`src/rtl/dls_persist_filter.sv`:
```
// Consecutive-mismatch counter: fire_o pulses on the PERSIST-th step in an
// unbroken run; any cycle without a step restarts the run from zero.
module dls_persist_filter #(
  parameter int PERSIST = 1
) (
  input  logic clk_i,
  input  logic rst_i,
  input  logic step_i,
  output logic fire_o
);

  localparam logic [3:0] LAST = 4'(PERSIST - 1);

  logic [3:0] cnt_q, cnt_d;

  assign fire_o = step_i && (cnt_q == LAST);

  // Advance on each step; a gap or a completed run clears the count
  always_comb begin
    cnt_d = 4'd0;
    if (step_i && !fire_o) cnt_d = cnt_q + 4'd1;
  end

  // Run-length register
  always_ff @(posedge clk_i or posedge rst_i) begin
    if (rst_i) cnt_q <= 4'd0;
    else       cnt_q <= cnt_d;
  end

endmodule

```
`config.mk`:
```
export PLATFORM = sky130hd
export DESIGN_NAME = dls_persist_filter
export DESIGN_NICKNAME = d
export VERILOG_FILES = /design/src/rtl/dls_persist_filter.sv
export SDC_FILE = /design/constraint.sdc
export NUM_CORES = 1
export LEC_CHECK = 0
export CORE_AREA = 4 4 41 43
export CTS_BUF_LIST = sky130_fd_sc_hd__clkbuf_4 sky130_fd_sc_hd__clkbuf_8
export DETAILED_ROUTE_END_ITERATION = 10
export DIE_AREA = 0 0 45 47
export PLACE_DENSITY = 0.43
export SYNTH_ARGS = -nofsm -noshare
export SYNTH_HDL_FRONTEND = slang
export SYNTH_SLANG_ARGS = --single-unit
export TNS_END_PERCENT = 50
```
`constraint.sdc`:
```
create_clock -name clk_i -period 1.2 [get_ports clk_i]
set_input_delay 0.12 -clock clk_i [delete_from_list [all_inputs] [get_ports clk_i]]
set_output_delay 0.12 -clock clk_i [all_outputs]
set_load 0.005 [all_outputs]
```
* After elaboration in Yosys (flattened, before gate mapping) *
Index checks and enable logic that the tools add are counted.

cells by class
  $add $sub $neg = 1
  muxes and demuxes = 1
  reductions and logical operators = 4

operators with widths
  kind                                                            count
  4-bit by 1-bit adder with 4-bit output (second input constant)  1
  4-bit logical NOT                                               1
  4-bit two-way mux                                               1
  1-bit logical AND                                               2
  1-bit logical NOT                                               1

word-level totals
  register bits = 4
  bits of input ports = 3
  word-level logic and storage cells = 7

* Depth between registers and ports, before layout *
  depth in word-level cells = 5
  depth in mapped cells = 5
  gate-level depth less buffers = 5

* Least setup slack after synthesis *
OpenSTA, ideal clock, no wires.

  kind = reg-to-reg
  start = register cnt_q[0]
  end = register cnt_q[0]
  setup time = 0.120 ns
  arrival time = 1.008 ns
  required time = 1.080 ns
  path slack = 0.072 ns
  stages on the path, launching flop included = 6
  buffers on the path = 0
  clock period less this slack = 1.128 ns
  cell sequence = dfrtp_1 > inv_1 > ha_1 > nand2b_1 > or2_1 > and3_1

on the way
  word-level cells in the longest chain between the ends = 5
  elaborated cells between the ends (all ways) = 6
  those cells by class = add/sub: 1; mux: 1; reduce/logical: 4

RTL lines
  what                                                                                            line  text
  from (decl)                                                                                     14    logic [3:0] cnt_q, cnt_d;
  from (signal assigned)                                                                          27    else cnt_q <= cnt_d;
  parallel branches: the longest is 4 deep, another holds 4-bit by 1-bit adder with 4-bit output  n/a
  4-bit two-way mux (*)                                                                           21    if (step_i && !fire_o) cnt_d = cnt_q + 4'd1;
  named net cnt_d[0]                                                                              14

Mark *: on every way through the listed nets, which the timed path passes.

* Worst setup path in the final report *
  start = register cnt_q[0]
  end = output fire_o

on the way
  word-level cells in the longest chain between the ends = 2

RTL lines
  what               line  text
  4-bit logical NOT  16    assign fire_o = step_i && (cnt_q == LAST);
  1-bit logical AND  16
  to (decl)          9     output logic fire_o

No other way between the ends.

==> results.cfg <==
[layout]
nets = 45
area_growth_pct = 89.0
n_fill_cell = 144
largestRegisters = cnt_q: 4 flops
finalCoreUtilization_pct = 29.8
antennaDiodeCount = 0
layout-drive-gt1-share_pct = 57.9
largest_reg_flops = 4
fin_cells = 53
top_register = cnt_q

[outcome]
status = finished, violations left
violations = setup timing

[routing]
wire_per_inst_um = 10.6
routed_wl_um = 564
via_per_inst = 3.77
drt-initial-drc-count = 0
antenna_left = 0
drc = 0
dr.pass1.iters = 1
dr_total_vias = 200

[floorplanning]
core_region_area_um2 = 1300
die_h_um = 47
initial_core_util_pct = 15.8
rows = 13
ios = 4
dieArea_um2 = 2120
die_x_um = 45

[grt]
antenna_found_initial = 0
grt_overflow = 0
first_global_vias = 201
grt_max_degree = 5
grt_usage_pct = 4.60
grt_pass1_wl_um = 627

[worst_setup_path]
crit_chain = inv_2 -> ha_4 -> nand2b_4 -> or2_1 -> nor2_1 -> buf_2
arrival_ps = 1390
endpoint_kind = primary output
cp_max_fo = 2
crit_path_start_kind = flop
required_ps = 1080
critPathKind = flop to primary output
max_stage_delay_ps = 390
crit_slowest_cell = dfrtp_1

[timing]
finalMaxSlewViolations = 0
worstMarginPinSlew_ps = 144
hold_viol_final = 0
fmax_ghz = 0.664
fin_crit_sh_pct = 126
clock_skew_ps = 5.89
timing.final.ws_setup_ps = -306
rsz0062_at_grt = yes
max_slew_margin_pct = 90.3
setup_viol = 4
finalSetupTns_ps = -573
period_needed_ps = 1510

[logic_synthesis]
yosys-top-cells-area = dfrtp_1 (49%), ha_1 (12%), inv_1 (7.3%)
synth_xor_area_share_pct = 4.27
synthFlopType = dfrtp_1
synth_common_cells = dfrtp_1 (4), inv_1 (4)
netlist_area_um2 = 205
synth_top_area_share_pct = 48.8
ys_warn_count = 0
synth_edf_count = 0
synth_adder_area_share_pct = 12.2
synth_compound_area_share_pct = 2.44
synth_fp_nets = 26
async_reset_ff_share_pct = 100
ys_ff_latch = 4
synthMuxAreaShare_pct = 0
syn_area_per_cell_um2 = 9.77
synth-simple-area-share_pct = 25.0
synth_cell_types = 11
synth_top_family_by_area = simple AND/OR/NAND/NOR gates
ys_seq_area_share_pct = 48.8
synth_cells = 21
synth_top_area_cell = dfrtp_1

[pwr]
powerDensity_nw_per_um2 = 821
power.total_mw = 0.318
power.leakage_nw = 0.201
ir_drop_mv = 0.334

[place]
port-buffer-count = 3
post-place-cells = 47
gp_congestion = 0.737

[clocking]
cts_tree = yes
numCtsBuffers = 3
path_clk_slew_ps = 40
cts.sinks = 4
cts_root_buffer = clkbuf_4
cts_max_path_buffers = 2
postCtsHoldBufs = 0
cts-htree-levels = 1
insertion_delay_ps = 230

[hold_path]
holdCritPathClass = input pin to async pin

[run]
drv_cap = 0
-- stage by stage --
stage / hold slack [ps] / instance area [um2] / setup WS, ps
after global placement: 305 / 314 / -396
after global routing: 92.7 / 388 / -349
after CTS: 64.8 / 368 / -264
after floorplan: -114 / 205 / 72.2
final: 71.2 / 388 / -306
after detailed placement: 316 / 314 / -384
-- final timing paths --
path / endpoint / slack [ps] / startpoint / depth (start not counted)
hold / removal: cnt_q[0]$_DFF_PP0_ / 70 / rst_i / 2
setup reg to reg: cnt_q[2]$_DFF_PP0_ / -90 / cnt_q[0]$_DFF_PP0_ / 8
hold reg to reg: cnt_q[2]$_DFF_PP0_ / 650 / cnt_q[2]$_DFF_PP0_ / 3
min in group clk_i: cnt_q[2]$_DFF_PP0_ / 610 / step_i / 4
max in group asynchronous: cnt_q[2]$_DFF_PP0_ / 980 / rst_i / 2
setup / recovery: fire_o / -310 / cnt_q[0]$_DFF_PP0_ / 6
-- cells in the final DEF, fill, tap and decap left out --
cell type	count
a21oi_2	1
and3_4	2
buf_2	1
buf_4	11
clkbuf_4	3
clkdlybuf4s50_1	2
dfrtp_1	4
ha_1	1
ha_4	1
inv_1	2
inv_2	2
nand2b_1	1
nand2b_4	1
nand3_1	1
nand3b_1	1
nor2_1	2
or2_1	1
xor2_1	1
-- cell families (layout without fill, tap and decap cells) --
group / after synthesis / after routing
buffers and inverters: 4 / 21
AND/OR/NAND/NOR: 9 / 9
AO/OA/AOI/OAI: 1 / 1
flip-flops: 4 / 4
adder cells (fa/ha/maj): 2 / 2
XOR/XNOR: 1 / 1
-- power by group --
group / total, mW / switching (mW) / internal [mW]
registers: 0.136 / 0.00000000000000701 / 0.136
clock network: 0.162 / 0.0509 / 0.112
logic: 0.0203 / 0.00853 / 0.0118
total: 0.318 / 0.0594 / 0.259
-- critical path: cells and delay by family (launching register included) --
kind / cells / cell delay (ps)
adder cells (fa/ha/maj): 1 / 140
buffers and inverters: 2 / 220
flip-flops: 1 / 390
AND/OR/NAND/NOR: 3 / 410
-- final cells by class --
cell class,instances,area (um2),share of cell area (%)
Multi-Input combinational cell,13,124,31.9
Inverter,4,15.0,3.87
Clock buffer,3,22.5,5.81
Timing Repair Buffer,14,108,27.7
Tap cell,15,18.8,4.84
Sequential cell,4,100,25.8
-- per-layer routing --
metal	GRT usage, %	part of all wire (%)	vias up
li1	-	-	99
met4	5.26	2.5	0
met1	2.53	30	94
met2	9.89	63	5
met5	0	0	-
met3	1.15	3.5	2
-- what timing repair did --
action | 4_1_cts | 5_1_grt
setup buffers | 2 | 3
endpoints found under the setup margin | 3 | 4
cloned | 0 | 0
resized for setup | 10 | 3
pin swaps | 4 | 3
endpoints found under the hold margin | 0 | 0
No activity file was read; power rests on OpenSTA's default activity.
